--- config.mk ---
export PLATFORM = sky130hd
export DESIGN_NAME = rv32_lsu_multicycle
export DESIGN_NICKNAME = d
export VERILOG_FILES = /design/src/rtl/lsu_pkg.sv /design/src/rtl/lsu_align.sv /design/src/rtl/rv32_lsu_multicycle.sv
export SDC_FILE = /design/constraint.sdc
export NUM_CORES = 1
export LEC_CHECK = 0
export CORE_MARGIN = 2
export CORE_UTILIZATION = 53
export DETAILED_ROUTE_END_ITERATION = 12
export DONT_BUFFER_PORTS = 1
export PLACE_DENSITY = 0.65
export SLEW_MARGIN = 10
export SYNTH_ARGS = -nofsm -noshare
export SYNTH_HDL_FRONTEND = slang
export SYNTH_SLANG_ARGS = --single-unit
--- constraint.sdc ---
create_clock -name clk -period 3.13 [get_ports clk]
set_input_delay 0.7825 -clock clk [delete_from_list [all_inputs] [get_ports clk]]
set_output_delay 0.7825 -clock clk [all_outputs]
set_load 0.02 [all_outputs]
--- src/rtl/lsu_pkg.sv ---
// lsu_pkg -- shared types for the RV32 multicycle load/store unit.
//   lsu_size_t  : access size encoding of req_size
//   lsu_exc_t   : response exception code on resp_exc
//   lsu_state_t : control FSM states
//   size_strb() : byte-lane mask of an access placed at lane 0
package lsu_pkg;

  typedef enum logic [1:0] {
    SZ_BYTE = 2'b00,
    SZ_HALF = 2'b01,
    SZ_WORD = 2'b10,
    SZ_ILL  = 2'b11
  } lsu_size_t;

  typedef enum logic [1:0] {
    EXC_NONE     = 2'b00,
    EXC_MISALIGN = 2'b01,
    EXC_TIMEOUT  = 2'b10,
    EXC_ILLEGAL  = 2'b11
  } lsu_exc_t;

  typedef enum logic [1:0] {
    ST_IDLE  = 2'b00,
    ST_BEAT1 = 2'b01,
    ST_BEAT2 = 2'b10,
    ST_RESP  = 2'b11
  } lsu_state_t;

  function automatic logic [3:0] size_strb(input lsu_size_t sz);
    case (sz)
      SZ_BYTE: size_strb = 4'b0001;
      SZ_HALF: size_strb = 4'b0011;
      SZ_WORD: size_strb = 4'b1111;
      default: size_strb = 4'b0000;
    endcase
  endfunction

endpackage

--- src/rtl/lsu_align.sv ---
// lsu_align -- combinational lane steering for the LSU.
// Works on a 64-bit, two-word window: the low word is the word holding the
// first byte, the high word is the next word. An access that spills into
// the high word needs a second bus beat.
// Ports:
//   off         in  byte offset addr[1:0]
//   size        in  req_size encoding
//   is_unsigned in  zero-extend loads
//   wdata       in  store data (right-aligned)
//   rdata_lo    in  load data of the first word
//   rdata_hi    in  load data of the second word
//   wdata_lanes out store data steered to its byte lanes (64-bit window)
//   wstrb_lanes out byte strobes over the 64-bit window
//   crosses     out access spills into the second word
//   misaligned  out half on odd address or word not on a 4-byte boundary
//   load_data   out shifted, merged and extended load result
module lsu_align
  import lsu_pkg::*;
(
  input  logic [1:0]  off,
  input  logic [1:0]  size,
  input  logic        is_unsigned,
  input  logic [31:0] wdata,
  input  logic [31:0] rdata_lo,
  input  logic [31:0] rdata_hi,
  output logic [63:0] wdata_lanes,
  output logic [7:0]  wstrb_lanes,
  output logic        crosses,
  output logic        misaligned,
  output logic [31:0] load_data
);

  lsu_size_t   sz;
  logic [63:0] merged;
  logic [31:0] raw;

  always_comb begin
    sz          = lsu_size_t'(size);
    wdata_lanes = {32'h0, wdata} << {off, 3'b000};
    wstrb_lanes = {4'h0, size_strb(sz)} << off;
    crosses     = |wstrb_lanes[7:4];

    case (sz)
      SZ_HALF: misaligned = off[0];
      SZ_WORD: misaligned = |off;
      default: misaligned = 1'b0;
    endcase

    // Merge both words first, then shift, so split loads extend correctly.
    merged = {rdata_hi, rdata_lo} >> {off, 3'b000};
    raw    = merged[31:0];

    case (sz)
      SZ_BYTE: load_data = {{24{~is_unsigned & raw[7]}}, raw[7:0]};
      SZ_HALF: load_data = {{16{~is_unsigned & raw[15]}}, raw[15:0]};
      default: load_data = raw;
    endcase
  end

endmodule

--- src/rtl/rv32_lsu_multicycle.sv ---
// rv32_lsu_multicycle -- multicycle RV32 load/store unit on a simple
// valid/ready word bus.
// Build option: define LSU_MISALIGNED_SPLIT_EN to execute misaligned
// accesses (split into two beats when they cross a word); otherwise they
// are answered with a misaligned exception and no bus traffic.
// Parameters: ADDR_W byte-address width, TIMEOUT_CYCLES max wait per beat
//             (0 = wait forever).
// Ports:
//   clk, rst                       clock, synchronous active-high reset
//   req_valid/req_ready            request handshake (ready only in IDLE)
//   req_write, req_size,           store flag, size, zero-extend flag,
//   req_unsigned, req_addr,        byte address, store data
//   req_wdata
//   resp_valid, resp_rdata,        one-cycle completion pulse with load
//   resp_exc                       data and exception code
//   bus_valid/bus_ready            per-beat handshake
//   bus_addr, bus_we, bus_wstrb,   word-aligned beat address and write
//   bus_wdata, bus_rdata           controls, write and read data
module rv32_lsu_multicycle
  import lsu_pkg::*;
#(
  parameter int ADDR_W         = 32,
  parameter int TIMEOUT_CYCLES = 16
) (
  input  logic              clk,
  input  logic              rst,
  input  logic              req_valid,
  output logic              req_ready,
  input  logic              req_write,
  input  logic [1:0]        req_size,
  input  logic              req_unsigned,
  input  logic [ADDR_W-1:0] req_addr,
  input  logic [31:0]       req_wdata,
  output logic              resp_valid,
  output logic [31:0]       resp_rdata,
  output logic [1:0]        resp_exc,
  output logic              bus_valid,
  input  logic              bus_ready,
  output logic [ADDR_W-1:0] bus_addr,
  output logic              bus_we,
  output logic [3:0]        bus_wstrb,
  output logic [31:0]       bus_wdata,
  input  logic [31:0]       bus_rdata
);

`ifdef LSU_MISALIGNED_SPLIT_EN
  localparam bit SPLIT_EN = 1'b1;
`else
  localparam bit SPLIT_EN = 1'b0;
`endif

  localparam int TMO_W = (TIMEOUT_CYCLES < 2) ? 1 : $clog2(TIMEOUT_CYCLES);
  localparam logic [TMO_W-1:0] TMO_LAST = TMO_W'(TIMEOUT_CYCLES - 1);

  lsu_state_t        state_q, state_d;
  logic              write_q, write_d;
  logic [1:0]        size_q, size_d;
  logic              uns_q, uns_d;
  logic [ADDR_W-1:0] addr_q, addr_d;
  logic [31:0]       wdata_q, wdata_d;
  logic              split_q, split_d;
  logic [TMO_W-1:0]  tmo_q, tmo_d;
  logic [31:0]       lo_q, lo_d;
  logic [31:0]       rdata_q, rdata_d;
  lsu_exc_t          exc_q, exc_d;

  // Alignment unit looks at the incoming request while idle (to classify
  // it) and at the registered request during beats.
  logic              in_idle;
  logic              beat_hi;
  logic [1:0]        al_off, al_size;
  logic [63:0]       wdata_lanes;
  logic [7:0]        wstrb_lanes;
  logic              crosses, misaligned;
  logic [31:0]       load_data;
  logic [ADDR_W-1:0] base_addr;

  assign in_idle = (state_q == ST_IDLE);
  assign beat_hi = (state_q == ST_BEAT2);
  assign al_off  = in_idle ? req_addr[1:0] : addr_q[1:0];
  assign al_size = in_idle ? req_size : size_q;

  lsu_align u_align (
    .off         (al_off),
    .size        (al_size),
    .is_unsigned (uns_q),
    .wdata       (wdata_q),
    .rdata_lo    (beat_hi ? lo_q : bus_rdata),
    .rdata_hi    (bus_rdata),
    .wdata_lanes (wdata_lanes),
    .wstrb_lanes (wstrb_lanes),
    .crosses     (crosses),
    .misaligned  (misaligned),
    .load_data   (load_data)
  );

  // All bus outputs derive from registered state, so they hold steady
  // for the whole beat regardless of how long bus_ready stays low.
  assign base_addr  = {addr_q[ADDR_W-1:2], 2'b00};
  assign bus_valid  = (state_q == ST_BEAT1) || beat_hi;
  assign bus_addr   = beat_hi ? base_addr + ADDR_W'(4) : base_addr;
  assign bus_we     = bus_valid & write_q;
  assign bus_wstrb  = bus_we ? (beat_hi ? wstrb_lanes[7:4] : wstrb_lanes[3:0]) : 4'h0;
  assign bus_wdata  = bus_we ? (beat_hi ? wdata_lanes[63:32] : wdata_lanes[31:0]) : 32'h0;

  assign req_ready  = in_idle;
  assign resp_valid = (state_q == ST_RESP);
  assign resp_rdata = rdata_q;
  assign resp_exc   = exc_q;

  always_ff @(posedge clk) begin
    if (rst) begin
      state_q <= ST_IDLE;
      write_q <= 1'b0;
      size_q  <= 2'b00;
      uns_q   <= 1'b0;
      addr_q  <= '0;
      wdata_q <= 32'h0;
      split_q <= 1'b0;
      tmo_q   <= '0;
      lo_q    <= 32'h0;
      rdata_q <= 32'h0;
      exc_q   <= EXC_NONE;
    end else begin
      state_q <= state_d;
      write_q <= write_d;
      size_q  <= size_d;
      uns_q   <= uns_d;
      addr_q  <= addr_d;
      wdata_q <= wdata_d;
      split_q <= split_d;
      tmo_q   <= tmo_d;
      lo_q    <= lo_d;
      rdata_q <= rdata_d;
      exc_q   <= exc_d;
    end
  end

  always_comb begin
    state_d = state_q;
    write_d = write_q;
    size_d  = size_q;
    uns_d   = uns_q;
    addr_d  = addr_q;
    wdata_d = wdata_q;
    split_d = split_q;
    tmo_d   = tmo_q;
    lo_d    = lo_q;
    rdata_d = rdata_q;
    exc_d   = exc_q;

    case (state_q)
      ST_IDLE: begin
        if (req_valid) begin
          write_d = req_write;
          size_d  = req_size;
          uns_d   = req_unsigned;
          addr_d  = req_addr;
          wdata_d = req_wdata;
          tmo_d   = '0;
          split_d = SPLIT_EN & crosses;
          rdata_d = 32'h0;
          exc_d   = EXC_NONE;
          if (lsu_size_t'(req_size) == SZ_ILL) begin
            exc_d   = EXC_ILLEGAL;
            split_d = 1'b0;
            state_d = ST_RESP;
          end else if (misaligned && !SPLIT_EN) begin
            exc_d   = EXC_MISALIGN;
            state_d = ST_RESP;
          end else begin
            state_d = ST_BEAT1;
          end
        end
      end

      ST_BEAT1, ST_BEAT2: begin
        if (bus_ready) begin
          tmo_d = '0;
          if (!beat_hi && split_q) begin
            lo_d    = bus_rdata;
            state_d = ST_BEAT2;
          end else begin
            rdata_d = write_q ? 32'h0 : load_data;
            exc_d   = EXC_NONE;
            state_d = ST_RESP;
          end
        end else if ((TIMEOUT_CYCLES != 0) && (tmo_q == TMO_LAST)) begin
          // A first beat that already completed is not undone here.
          tmo_d   = '0;
          rdata_d = 32'h0;
          exc_d   = EXC_TIMEOUT;
          state_d = ST_RESP;
        end else begin
          tmo_d = tmo_q + TMO_W'(1);
        end
      end

      ST_RESP: begin
        split_d = 1'b0;
        state_d = ST_IDLE;
      end

      default: state_d = ST_IDLE;
    endcase
  end

endmodule

==> flow_summary.yaml <==
synth:
  yosys_warnings: 0
  synth-seq-area-share_pct: 34.07
  ys_top_cells_by_count: "nand2_1, dfxtp_1, a21oi_1, mux2i_1, nand3_1"
  avgSynthCellArea_um2: 7.211
  yosys.area.top_type: "dfxtp_1"
  synth.most_common_cell: "nand2_1"
  synthArstFlopShare_pct: 0
  syn_area_um2: 6346
  synth_flop_cell: "dfxtp_1"
  synth-edff-count: 0
  synth_top_area_share_pct: 34.07
  synthTopCellsByArea: "dfxtp_1, nand2_1, a21oi_1"
  synth_seq_cells: 108
  synthCells: 880
  synth.distinct_cells: 50
clocking:
  cts_inserted_buffers: 9
  cts_tree: "done"
  clock_path_buffers: 2
  cts_root_buf: "clkbuf_16"
  ctsHtreeMaxLevel: 3
  clock_latency_ns: 0.37
  path_clk_slew_ns: 0.07
  hold_buffers: 0
  cts.sinks: 108
cells_and_area:
  final_net_count: 1053
  finish.utilization_pct: 68.87
  syn2layout_area_growth_pct: 25.51
  n_antenna_cell: 0
  nFillCells: 991
  multi_input_area_um2: 4274
  ff_latch_area_um2: 2168
  final_layout_size_suffix_gt1_share_pct: 21.74
status:
  violations: "setup timing"
  status: "finished, violations left"
pwr:
  switching_power_w: 0.002757
  p_comb_share_pct: 49.1
  switching_share_pct: 43.72
  intPower_w: 0.003549
  ir_drop_mv: 0.3846
  clkPwrFrac_pct: 19.2
  power_density_nw_per_um2: 791.7
  seq_power_share_pct: 31.7
  design_power_total_w: 0.006306
  p_leak_nw: 3.159
critical_path:
  cp_max_fo: 6
  cp.arrival_ns: 2.40
  worstSetupPathType: "reg -> out"
  end_kind: "output port"
  r2r_slack_ns: 0.22
  critPathRequiredTime_ns: 2.35
  cp-start-kind: "flop"
timing:
  period_needed_ns: 3.181
  relSlewSlack_pct: 52.48
  finalSetupViolations: 12
  rsz0062_at_grt: "yes"
  fin_ws_ns: -0.05051
  worst_clock_skew_ns: 0.01031
  max_freq_ghz: 0.3144
  final_hold_viol_count: 0
  layout_worst_path_cycle_share_pct: 101.6
  worst_pin_slew_ns: 0.7128
  slew_violations: 0
  whs_ns: 0.4678
global_routing:
  grt_pass1_vias: 6211
  overflow: 0
  grt_start_max_net_pins: 79
  gr-usage-all-layers_pct: 29.95
  grt_pass1_wl_um: 30850
  antenna_found_initial: 0
drt:
  wl_per_cell_um: 18.53
  viasPerCell: 6.065
  drt-initial-drc-count: 505
  num_vias: 6587
  drc: 0
  drt-total-wl_um: 20130
  ant_nets: 0
  first_pass_iters: 5
flow_run:
  drv_cap: 0
place:
  finalWeightedCongestion: 0.9061
  portBuffers: 0
  dp_hpwl_um: 13820
floorplan:
  die-area_um2: 12870
  coreArea_um2: 11560
  initial_utilization_pct: 54.87
  die_h_um: 113.4
  ios: 210
  dieWidth_um: 113.4
  row_count: 39
hold_path:
  hp-class: "reg -> reg"
-- area by class of cell --
cell class                 count  share of cell area, %
clock buffer                  10                  3.000
clock inverter                 6                 0.8640
inverter                      10                 0.5341
multi-input combinational    701                  53.66
sequential                   108                  27.22
tap                          143                  2.246
timing repair buffer         108                  12.47
-- power by group through the flow --
stage	Combinational (W)	Sequential [W]	Clock, W
final	0.00309	0.00200	0.00121
after global routing	0.00334	0.00203	0.00128
after CTS	0.00282	0.00198	0.00122
after detailed placement	0.00252	0.00200	0
after global placement	0.00246	0.00199	0
after floorplan	0.00189	0.00192	0
-- metrics by stage --
| stage | instances | setup TNS, ns | area [µm²] | setup WS [ns] |
|---|---|---|---|---|
| 6_report | 1086 | -0.2890 | 7965 | -0.05051 |
| 5_1_grt | 1086 | -1.755 | 7965 | -0.1174 |
| 4_1_cts | 1075 | -0.02438 | 7644 | -0.01928 |
| 3_5_place_dp | 1048 | 0 | 7062 | 0.1258 |
| 3_3_place_gp | 1048 | 0 | 7062 | 0.09327 |
| 2_1_floorplan | 881 | 0 | 6430 | 0.02843 |
-- worst max-delay path, cell delays in order, from the launching register on --
cell      delay (ns)
dfxtp_4         0.37
inv_4           0.07
ha_4            0.16
buf_6           0.13
mux2i_4         0.33
buf_12          0.16
buf_16          0.13
nand2_1         0.07
nand2_2         0.08
nand2_1         0.06
a311oi_2        0.28
buf_4           0.19
-- logic make-up after synthesis --
| kind of cell | count (synthesis) | share of synthesized area, % |
|---|---|---|
| simple gates | 423 | 29.26 |
| fa+ha+maj | 11 | 2.169 |
| flops | 108 | 34.07 |
| mux | 49 | 7.867 |
| other cells | 1 | 0.05909 |
| compound gates | 184 | 17.63 |
| xor+xnor | 31 | 4.278 |
| buf+inv | 73 | 4.673 |
-- cells in the final DEF, fill, tap and decap left out, drive strengths merged, types with 13 or more instances in the layout --
master,instances
nand2,281
dfxtp,108
buf,107
a21oi,98
mux2i,45
nand3,42
nor2,29
xnor2,22
o21ai,18
a211oi,17
and2,13
inv,13
-- routing by layer --
metal	part of all wire, %	track usage [%]	vias to the layer above
li1	-	-	3130
met3	8.0	8.714	65
met5	0	0	-
met1	40	36.25	3099
met2	48	49.46	293
met4	3.8	13.50	0
-- state kept, by name (all words and copies together) (netlist names) --
name        flops
state_q         2
addr_q         32
write_q         1
resp_rdata     32
tmo_q           4
resp_exc        2
wdata_q        32
size_q          2
uns_q           1
-- path summary, 6_finish.rpt --
path,from,cells after the start,end
worst max register to register,state_q[1],10,resp_rdata[19]
worst min register to register,size_q[1],2,size_q[1]
worst min-delay path,size_q[1],2,size_q[1]
worst max-delay path,state_q[1],11,bus_wdata[5]
-- what timing repair did --
item / in CTS / in global routing
setup endpoints to repair: 38 / 40
cloned: 2 / 2
resized for setup: 33 / 50
pin swaps: 9 / 19
buffers inserted: 9 / 9
hold endpoints to repair: 0 / 0
Power figures use the tool's default switching activity.
